$ cat src/rtl/iter_mul_div_unit.sv
// iter_mul_div_unit: multi-cycle multiply/divide unit producing a HI/LO pair.
//   Multiply: radix-2 Booth, one step per clock.
//   Divide:   non-restoring on magnitudes, one step per clock, sign fix-up at the end.
// Ports:
//   Clk, Clear        clock, asynchronous active-high reset
//   start, op         request (sampled in IDLE/DONE), 1 = multiply, 0 = divide
//   is_signed         two's-complement operands when 1
//   a, b              multiplicand/dividend, multiplier/divisor
//   busy, done        busy in RUN/FIX, done is a one-cycle pulse in DONE
//   result_lo/hi      product low/high, or quotient/remainder
//   div_by_zero       set with done for a divide by zero, cleared on next accept
module iter_mul_div_unit #(
  parameter int WIDTH = 32
) (
  input  logic             Clk,
  input  logic             Clear,
  input  logic             start,
  input  logic             op,
  input  logic             is_signed,
  input  logic [WIDTH-1:0] a,
  input  logic [WIDTH-1:0] b,
  output logic             busy,
  output logic             done,
  output logic [WIDTH-1:0] result_lo,
  output logic [WIDTH-1:0] result_hi,
  output logic             div_by_zero
);
  localparam int CNT_W = $clog2(WIDTH) + 1;

  typedef enum logic [1:0] {S_IDLE, S_RUN, S_FIX, S_DONE} state_t;
  state_t state, state_nxt;

  logic [WIDTH:0]   acc, m;       // accumulator and extended M
  logic [WIDTH-1:0] q;
  logic             q_m1;         // Booth q-1
  logic [CNT_W-1:0] cnt;
  logic             op_r, uns_r, neg_q, neg_r, dbz_r;

  logic accept, dbz_req, a_neg, b_neg;
  logic [WIDTH-1:0] abs_a, abs_b;

  assign accept  = start && (state == S_IDLE || state == S_DONE);
  assign dbz_req = !op && (b == '0);
  assign a_neg   = is_signed && a[WIDTH-1];
  assign b_neg   = is_signed && b[WIDTH-1];
  assign abs_a   = a_neg ? -a : a;  // most-negative stays as 2^(W-1), a valid magnitude
  assign abs_b   = b_neg ? -b : b;

  assign busy = (state == S_RUN) || (state == S_FIX);
  assign done = (state == S_DONE);

  // ---------------- FSM ----------------
  always_ff @(posedge Clk or posedge Clear) begin
    if (Clear) state <= S_IDLE;
    else       state <= state_nxt;
  end

  always_comb begin
    state_nxt = state;
    case (state)
      S_IDLE, S_DONE: begin
        if (!start)       state_nxt = S_IDLE;
        else if (dbz_req) state_nxt = S_FIX;   // no iterations, results written in FIX
        else              state_nxt = S_RUN;
      end
      S_RUN:   if (cnt == CNT_W'(1)) state_nxt = S_FIX;
      S_FIX:   state_nxt = S_DONE;
      default: state_nxt = S_IDLE;
    endcase
  end

  // ---------------- iteration step ----------------
  logic [WIDTH:0]   mul_sum, div_sh, div_sum;
  logic [WIDTH-1:0] rem, quo, prod_hi;

  always_comb begin
    mul_sum = acc;
    case ({q[0], q_m1})
      2'b01:   mul_sum = acc + m;
      2'b10:   mul_sum = acc - m;
      default: mul_sum = acc;
    endcase
    // Sign of A before the shift picks add/sub; W+1-bit wraparound is harmless
    // because the post-add value always lies in [-M, M).
    div_sh  = {acc[WIDTH-1:0], q[WIDTH-1]};
    div_sum = acc[WIDTH] ? div_sh + m : div_sh - m;
    // Remainder restore, only the low W bits matter.
    rem     = acc[WIDTH-1:0] + (acc[WIDTH] ? m[WIDTH-1:0] : '0);
    quo     = q;
    // W Booth steps treat the multiplier as signed; for an unsigned multiplier
    // with MSB set, add M at weight 2^W (the final Booth pair {0, q-1=1}).
    prod_hi = acc[WIDTH-1:0] + ((uns_r && q_m1) ? m[WIDTH-1:0] : '0);
  end

  // ---------------- datapath ----------------
  always_ff @(posedge Clk or posedge Clear) begin
    if (Clear) begin
      acc <= '0; m <= '0; q <= '0; q_m1 <= 1'b0; cnt <= '0;
      op_r <= 1'b0; uns_r <= 1'b0; neg_q <= 1'b0; neg_r <= 1'b0; dbz_r <= 1'b0;
      result_lo <= '0; result_hi <= '0; div_by_zero <= 1'b0;
    end else begin
      case (state)
        S_IDLE, S_DONE: if (start) begin
          op_r        <= op;
          uns_r       <= !is_signed;
          neg_q       <= a_neg ^ b_neg;
          neg_r       <= a_neg;
          dbz_r       <= dbz_req;
          cnt         <= CNT_W'(WIDTH);
          acc         <= '0;
          q_m1        <= 1'b0;
          div_by_zero <= 1'b0;
          if (op) begin
            m <= {a_neg, a};
            q <= b;
          end else begin
            m <= {1'b0, abs_b};
            q <= dbz_req ? a : abs_a;   // raw dividend kept for the div-by-zero result
          end
        end
        S_RUN: begin
          cnt <= cnt - CNT_W'(1);
          if (op_r) begin
            acc  <= {mul_sum[WIDTH], mul_sum[WIDTH:1]};
            q    <= {mul_sum[0], q[WIDTH-1:1]};
            q_m1 <= q[0];
          end else begin
            acc <= div_sum;
            q   <= {q[WIDTH-2:0], ~div_sum[WIDTH]};
          end
        end
        S_FIX: begin
          if (dbz_r) begin
            result_lo   <= '1;
            result_hi   <= q;
            div_by_zero <= 1'b1;
          end else if (op_r) begin
            result_lo <= q;
            result_hi <= prod_hi;
          end else begin
            result_lo <= neg_q ? -quo : quo;
            result_hi <= neg_r ? -rem : rem;
          end
        end
        default: ;
      endcase
    end
  end
endmodule

$ cat config.mk
export PLATFORM = sky130hd
export DESIGN_NAME = iter_mul_div_unit
export DESIGN_NICKNAME = d
export VERILOG_FILES = /design/src/rtl/iter_mul_div_unit.sv
export SDC_FILE = /design/constraint.sdc
export NUM_CORES = 1
export LEC_CHECK = 0
export CAP_MARGIN = 10
export CORE_ASPECT_RATIO = 1.4
export CORE_UTILIZATION = 40
export CTS_CLUSTER_SIZE = 40
export DETAILED_ROUTE_END_ITERATION = 12
export PLACE_DENSITY_LB_ADDON = 0.12
export SLEW_MARGIN = 20
export SYNTH_ARGS = -nofsm -noshare
export SYNTH_HDL_FRONTEND = slang
export SYNTH_SLANG_ARGS = --single-unit
$ cat constraint.sdc
create_clock -name Clk -period 8.5 [get_ports Clk]
set_clock_uncertainty 0.1 [all_clocks]
set_input_delay 1.275 -clock Clk [delete_from_list [all_inputs] [get_ports Clk]]
set_output_delay 1.275 -clock Clk [all_outputs]
set_load 0.02 [all_outputs]
Word level (Yosys, flattened, before mapping). Index checks and enable logic that the tools add are counted. Widths: inputs -> output; s select.

Add/subtract/negate cells: 11. Equal/unequal tests: 10. Multiplexer cells: 32. Bitwise operators: 2. Reductions and logical operators: 16.

Operators with widths (number): $mux 32 (14); $mux 33 (4); $pmux 33 s2 (2); $neg 32->32 (4); $add 33x33->33 (2); $sub 33x33->33 (2); $add 32x32->32 (2); $pmux 32 s2 (1); $logic_not 32->1 (1); $pmux 6 s2 (1); $eq 2x2->1 const B (3); $eq 6x1->1 const B (1); $mux 2 (3); $mux 6 (1); $ne 2x2->1 const B (3); $pmux 2 s3 (1); $reduce_and 3->1 (2); $sub 6x1->6 const B (1); $eq 2x1->1 const B (2); $logic_and 1x1->1 (4); $pmux 1 s2 (2); $reduce_and 2->1 (2); $reduce_bool 2->1 (2); $mux 1 (3); other kinds (7) (8).

Bits in registers: 177. Input port bits: 69. Output and inout bits: 67. Word-level logic and storage cells: 85.

Depth between registers and ports, before layout. Gate-level depths: netlist of the first run.

Depth after elaboration: 6. Depth in mapped cells: 20. Gate-level depth less buffers: 20.

Least setup slack after synthesis of the first run. No wires, ideal clock.

Path type: register to register. Start: reg m[2]. End: reg acc[32]. Setup time: 0.133 ns. Arrival: 4.733 ns. Data required time: 8.267 ns. Path slack: 3.533 ns. Cell stages (with the launch flop): 20. Path buffers: 1. Period minus slack after synthesis: 4.967 ns. Cells stage by stage: dfrtp_1 clkbuf_1 or3_1 or3_1 nor3_1 nor3b_1 nor3b_1 nand2_1 or3_1 nor3_1 nor2_1 xnor2_1 ha_1 or3_1 a311oi_1 o31ai_1 a21oi_1 xnor2_1 mux2i_1 o211ai_1.

Word-level cells in the longest chain between the ends: 4. Elaborated cells on any way between the ends: 8. Classes of those cells: add/sub (4); mux (4).

RTL lines: start: declaration (RTL line 33) `logic [WIDTH:0] acc, m;`; start signal: assignment (RTL line 114) `m <= {a_neg, a};`; start signal: assignment (RTL line 117) `m <= {1'b0, abs_b};`; $sub 33x33->33 (tied with other cells) (RTL line 80) `2'b10: mul_sum = acc - m;`; $pmux 33 s2 or $mux 33 (tied branches) (RTL line 78, 86); $mux 33 * (RTL line 123) `if (op_r) begin`; $pmux 33 s2 * (RTL line 102) `case (state)`; end signal: assignment (RTL line 124) `acc <= {mul_sum[WIDTH], mul_sum[WIDTH:1]};`; end signal: assignment (RTL line 128) `acc <= div_sum;`; end: declaration (RTL line 33).

Mark *: on every way between the ends. The rest lies on a longest branch, timed or not. A chain may end at the register's enable or synchronous reset.

Worst setup path in the final report of the first run. Ends and elaborated chain as after synthesis.

==> flow_summary_export.csv, run 1 <==
group,metric,value,unit
synthesis,yosys_warnings,0,
timing,fin_crit_sh,69.5,%
clock_network,h-tree-depth,4,
timing,fmax,169,MHz
floorplanning,start_util,40.5,%
critical_path,cp_max_fo,7,
global_route,overflow,0,
clock_network,cts_buffers,17,
cells_and_area,drive_gt1_share,4.42,%
clock_network,cts_buffer_depth,2,
drt,route.detailed.drc,0,
cells_and_area,most-common-layout-cells,"a21oi_1 (286), nor2_1 (272), nand2_1 (251)",
flow_run,cap_violations,0,
power_and_ir_drop,p_leak,9.48,nW
power_and_ir_drop,power_frac_clock,9.2,%
critical_path,cp.required,8.74,ns
drt,drt-total-wl,75600,um
outcome,outcome,"finished, final reports clean",
timing,fin_tns_setup,0,ns
critical_path,critPathKind,"reg2reg",
floorplanning,core_area,0.0490,mm^2
drt,via_count,19838,
global_route,grt_pass1_vias,19233,
clock_network,path_clk_slew,0.08,ns
critical_path,cp.arrival,6.15,ns
cells_and_area,synthToLayoutAreaGrowth,11.7,%
synthesis,netlist_area,0.0198,mm^2
critical_path,end_kind,"flop",
synthesis,synthFlopType,"dfrtp_1",
hold_path,hold_path.class,"reg2reg",
drt,vias_per_cell,6.00,
floorplanning,pin_count,136,
global_route,antenna_found_initial,4,
synthesis,synth.avg_cell_area,7.50,um^2
timing,rsz0062_at_grt,"false",
synthesis,synth_nets,2856,
power_and_ir_drop,ir_drop,0.000157,V
drt,drt-pass1-iter-count,6,
place,gp_congestion,0.937,
timing,fin_crit,5.91,ns
power_and_ir_drop,total_power,9.00,mW
clock_network,cts_resized,0,
timing,hold_viol,0,
clock_network,clock-root-buffer,"clkbuf_16",
cells_and_area,nets,2868,
floorplanning,die_area,0.0505,mm^2
synthesis,postSynth.asyncResetShare,100,%
global_route,grt_pass1_wl,115000,um
floorplanning,die_y,266,um
clock_network,clk_latency,0.48,ns
place,dp_hpwl,59600,um
power_and_ir_drop,power_switching,4.86,mW
place,io_buffers,135,
power_and_ir_drop,power_switching_share,54.0,%
global_route,grt_max_degree,77,
clock_network,cts_tree,"done",
synthesis,synthCells,2646,
cells_and_area,final_common_cell,"a21oi_1",
timing,setup_viol,0,
synthesis,ys_types,94,
drt,wire_per_inst,22.9,um
global_route,grt_use_total,29.9,%
drt,drtIter0Drc,1420,
power_and_ir_drop,p_int,4.14,mW
power_and_ir_drop,power_density,406,mW/mm^2
clock_network,cts_hold_buf,0,
power_and_ir_drop,p_seq_share,21.8,%
drt,antenna_left,0,
clock_network,cts_sinks,177,
timing,worstMarginPinSlew,0.952,ns
synthesis,synth_seq_cells,177,
critical_path,critPathLaunchType,"flop",
timing,timing.slew.headroom,36.5,%
timing,hold_ws,0.413,ns
synthesis,synth-seq-area-share,22.3,%
synthesis,synth_edf_count,0,
clock_network,cts_setup_buffers,0,
floorplanning,fp.dieW,190,um
power_and_ir_drop,pwr-share-comb,69.0,%
floorplanning,placement_rows,96,
timing,slew_violations,0,
worst max-delay path, stage by stage (launching register included):
cell and delay [ns]:
dfrtp_1 0.46, or3_1 0.43, or3_1 0.38, nor3_1 0.62, nor3b_1 0.45, nor3b_1 0.40
nand2_1 0.17, or3_1 0.35, nor3_1 0.21, nor2_1 0.09, xnor2_1 0.16, ha_1 0.24
or3_1 0.37, a311oi_1 0.43, o31ai_1 0.17, a21oi_1 0.21, xnor2_1 0.20, mux2i_1 0.23
o211ai_1 0.10
power groups by stage:
stage               Clock [mW]  Sequential (mW)  Combinational [mW]
floorplan                    0             1.64                4.52
global placement             0             1.95                6.14
detailed placement           0             1.97                6.18
CTS                      0.840             1.95                6.21
global route             0.865             1.99                6.85
finish                   0.830             1.96                6.21
path summary, 6_finish.rpt:
path	start	endpoint	slack, ns	depth (start not counted)
min reg2reg	result_hi[9]$_DFFE_PP0P_	result_hi[9]$_DFFE_PP0P_	0.41	1
max in group asynchronous	Clear	acc[29]$_DFFE_PP0P_	5.90	3
max reg2reg	m[2]$_DFFE_PP0P_	acc[32]$_DFFE_PP0P_	2.59	18
min in group asynchronous	Clear	result_hi[3]$_DFFE_PP0P_	1.14	2
min	result_hi[9]$_DFFE_PP0P_	result_hi[9]$_DFFE_PP0P_	0.41	1
max	m[2]$_DFFE_PP0P_	acc[32]$_DFFE_PP0P_	2.59	18
metal layers:
layer  GRT usage (%)  up-vias  part of all wire (%)
li1                -     9507                     -
met1            32.9     9498                    38
met2            55.0      626                    52
met3            3.34      203                   4.1
met4            17.5        4                   6.1
met5               0        -                 0.030
through the flow:
step | instance area, um^2 | setup WS, ns | cells | utilization (%)
floorplan | 19800 | 2.32 | 2646 | -
global placement | 21600 | 2.72 | 3276 | 44.0
detailed placement | 21600 | 2.71 | 3276 | 44.0
CTS | 22100 | 2.68 | 3306 | 45.2
global route | 22100 | 2.21 | 3306 | 45.2
finish | 22200 | 2.59 | 3307 | 45.2
flip-flops by register name, indices dropped and copies added (netlist names), 2 cells and up:
signal / cells
cnt: 6
result_hi: 32
acc: 33
q: 32
result_lo: 32
m: 33
state: 2
cells in the mapped netlist (all sizes together) (5+ instances only):
cell type  instances  share of area [%]
clkbuf           149                2.8
inv               73                1.4
nand3             40                1.0
o41ai             12               0.53
nand4             15               0.55
o21a              16               0.61
xor2             122                5.4
nor2b             26               0.86
o211ai            38                1.4
a21o              57                2.2
or4               11               0.44
a221o              7               0.35
buf               23               0.54
and2              51                1.6
a22oi             15               0.57
o221ai            11               0.52
o31ai             28                1.1
mux2              14               0.79
or3               32                1.0
ha               137                8.6
a311oi             7               0.34
o21bai            12               0.45
dfrtp            177                 22
nor2             272                5.1
o21ai            234                5.9
a211o              7               0.36
a221oi             5               0.22
xnor2            158                7.0
a21oi            288                7.3
a31oi             33                1.0
nand3b             6               0.23
nor4              15               0.66
and3              57                1.8
a211oi            33                1.3
o2111ai            5               0.22
a21boi             6               0.25
mux2i             44                2.2
nand2b            31               0.98
or2                7               0.23
nor3              47                1.3
nand2            253                4.8
o22ai              6               0.19
a2111oi            5               0.23
nor3b              9               0.34
a311o              7               0.35
cell type report:
cell class                 instances  area [um^2]
antenna                            1         2.50
sequential                       177         4430
clock inverter                    11          119
fill                            5028        26900
clock buffer                      19          443
multi-input combinational       2224        14500
timing repair buffer             165         1570
tap                              637          797
inverter                          73          282
cells by family (layout without fill, tap and decap cells):
logic type	count (synthesis)	count (layout)	share of synthesized area, %
AO/OA/AOI/OAI	865	865	27.1
XOR/XNOR	280	280	12.4
adder cells (fa/ha/maj)	141	141	9.04
buffers and inverters	245	268	4.74
flip-flops	177	177	22.3
multiplexers	58	58	3.01
other	0	1	0
AND/OR/NAND/NOR	880	880	21.4
(Power assumes the default switching activity.)
==> inputs of run 2 (changes only) <==
clock period = 6.2 ns   (was 8.5 ns; I/O delays follow)
==> flow_summary_export.csv, run 2 (synthesis gave the netlist of run 1 again) <==
group,metric,value,unit
global_route,antenna_found_initial,2,
drt,wire_per_inst,23.1,um
place,dpl_cell_area,0.0217,mm^2
cells_and_area,nets,2887,
floorplanning,placement_rows,96,
outcome,outcome,"finished, final reports clean",
global_route,grt_use_total,30.6,%
floorplanning,start_util,40.5,%
critical_path,crit_chain,"or3_1 -> or3_1 -> nor3_1 -> buf_4 -> nor3b_1 -> nor3b_1 -> nand2_1 -> or3_1 -> nor3_1 -> nor2_1 -> xnor2_1 -> ha_1 -> or3_1 -> a311oi_1 -> o31ai_1 -> a21oi_1 -> xnor2_1 -> mux2i_1 -> o211ai_1",
drt,via_count,19881,
drt,route.detailed.drc,0,
hold_path,hold_path.class,"reg2reg",
clock_network,cts_buffers,17,
critical_path,rrSetupSlack,0.84,ns
power_and_ir_drop,power_density,560,mW/mm^2
timing,fin_crit,5.36,ns
place,dp.cells,3295,
cells_and_area,multi_input_area,0.0145,mm^2
drt,vias_per_cell,5.97,
floorplanning,fp.dieW,190,um
critical_path,cp.required,6.44,ns
timing,setup_viol,0,
cells_and_area,final_common_cell,"a21oi_1",
cells_and_area,top_regs,"acc (33), m (33)",
cells_and_area,register_area,0.00443,mm^2
clock_network,clk_latency,0.48,ns
cells_and_area,most-common-layout-cells,"a21oi_1 (286), nor2_1 (272), nand2_1 (251)",
critical_path,critPathSlowestCell,"dfrtp_1",
floorplanning,die_y,266,um
power_and_ir_drop,p_leak,9.60,nW
global_route,grt_pass1_vias,19629,
critical_path,critPathLaunchType,"flop",
timing,rsz0062_at_grt,"false",
drt,drt-total-wl,77000,um
global_route,grt_max_degree,103,
timing,timing.slew.headroom,34.5,%
clock_network,cts_resized,0,
global_route,overflow,0,
critical_path,critPathMostFrequentCell,"or3_1",
critical_path,cp_num_buf_inv,1,
cells_and_area,fin_cells,3330,
clock_network,clock-root-buffer,"clkbuf_16",
clock_network,cts_setup_buffers,0,
timing,slew_violations,0,
floorplanning,die_area,0.0505,mm^2
place,io_buffers,135,
timing,worstMarginPinSlew,0.980,ns
cells_and_area,drive_gt1_share,5.20,%
clock_network,cts_sinks,177,
critical_path,critical-path-top-delay-family,"simple AND/OR/NAND/NOR gates",
critical_path,slowest_delay,0.45,ns
timing,fmax,187,MHz
drt,antenna_left,0,
cells_and_area,synthToLayoutAreaGrowth,12.8,%
critical_path,cp_max_fo,7,
clock_network,cts_buffer_depth,2,
critical_path,critPathKind,"reg2reg",
cells_and_area,design_area,0.0224,mm^2
flow_run,cap_violations,0,
drt,drtIter0Drc,1365,
timing,hold_viol,0,
floorplanning,pin_count,136,
timing,fin_tns_setup,0,ns
clock_network,path_clk_slew,0.08,ns
floorplanning,core_area,0.0490,mm^2
cells_and_area,fill_cells,5051,
clock_network,cts_tree,"done",
critical_path,end_kind,"flop",
place,gp_congestion,0.945,
drt,drt-pass1-iter-count,5,
critical_path,cp.arrival,5.60,ns
clock_network,cts_hold_buf,0,
clock_network,h-tree-depth,4,
power_and_ir_drop,ir_drop,0.000243,V
global_route,grt_pass1_wl,117000,um
place,dp_hpwl,61700,um
timing,fin_crit_sh,86.4,%
run 2: changes by cell type in the layout (fill, tap and decap cells not counted), sizes merged:
cell / previous run / this run
buf: 31 / 50
clkinv: 2 / 7
clkbuf: 19 / 17
diode: 1 / 3
inv: 81 / 80
run 2: stage by stage:
| step | utilization [%] | setup slack (ns) | power [mW] | hold WS (ns) |
|---|---|---|---|---|
| 2_1_floorplan | - | 0.368 | 8.45 | 0.364 |
| 6_report | 45.6 | 0.845 | 12.5 | 0.424 |
| 3_5_place_dp | 44.3 | 0.876 | 11.3 | 0.400 |
| 4_1_cts | 45.6 | 0.852 | 12.5 | 0.430 |
| 3_3_place_gp | 44.3 | 0.946 | 11.2 | 0.399 |
| 5_1_grt | 45.6 | 0.423 | 13.5 | 0.452 |
run 2: cell type report:
type	count	area share [%]
multi-input combinational	2224	64.8
antenna	3	0.0336
tap	637	3.56
clock buffer	17	1.90
timing repair buffer	184	7.67
inverter	73	1.26
clock inverter	15	0.928
sequential	177	19.8
run 2: report_power, final:
part	switching [mW]	total, mW	internal, mW	leakage [nW]
logic	5.19	8.70	3.50	7.12
registers	0.994	2.66	1.66	2.17
clock network	0.590	1.18	0.588	0.307
total	6.78	12.5	5.75	9.60
run 2: path summary, 6_finish.rpt:
| check | start | endpoint | cells past startpoint |
|---|---|---|---|
| min in group asynchronous | Clear | result_hi[3]$_DFFE_PP0P_ | 2 |
| max | m[2]$_DFFE_PP0P_ | acc[32]$_DFFE_PP0P_ | 19 |
| max in group asynchronous | Clear | m[25]$_DFFE_PP0P_ | 3 |
| max reg2reg | m[2]$_DFFE_PP0P_ | acc[32]$_DFFE_PP0P_ | 19 |
| min reg2reg | result_lo[6]$_DFFE_PP0P_ | result_lo[6]$_DFFE_PP0P_ | 2 |
| min | result_lo[6]$_DFFE_PP0P_ | result_lo[6]$_DFFE_PP0P_ | 2 |
run 2: metal layers:
metal	wire (um)	GRT usage [%]
met5	8	0
met4	4690	18.5
met3	3150	3.42
met2	40000	56.1
met1	29200	33.4
run 2: worst reg2reg max path, cell delays in order (launching register included):
cell and delay (ns):
dfrtp_1 0.45, or3_1 0.43, or3_1 0.38, nor3_1 0.17, buf_4 0.18, nor3b_1 0.32, nor3b_1 0.37, nand2_1 0.18
or3_1 0.37, nor3_1 0.21, nor2_1 0.08, xnor2_1 0.13, ha_1 0.23, or3_1 0.37, a311oi_1 0.38, o31ai_1 0.13
a21oi_1 0.21, xnor2_1 0.21, mux2i_1 0.23, o211ai_1 0.10
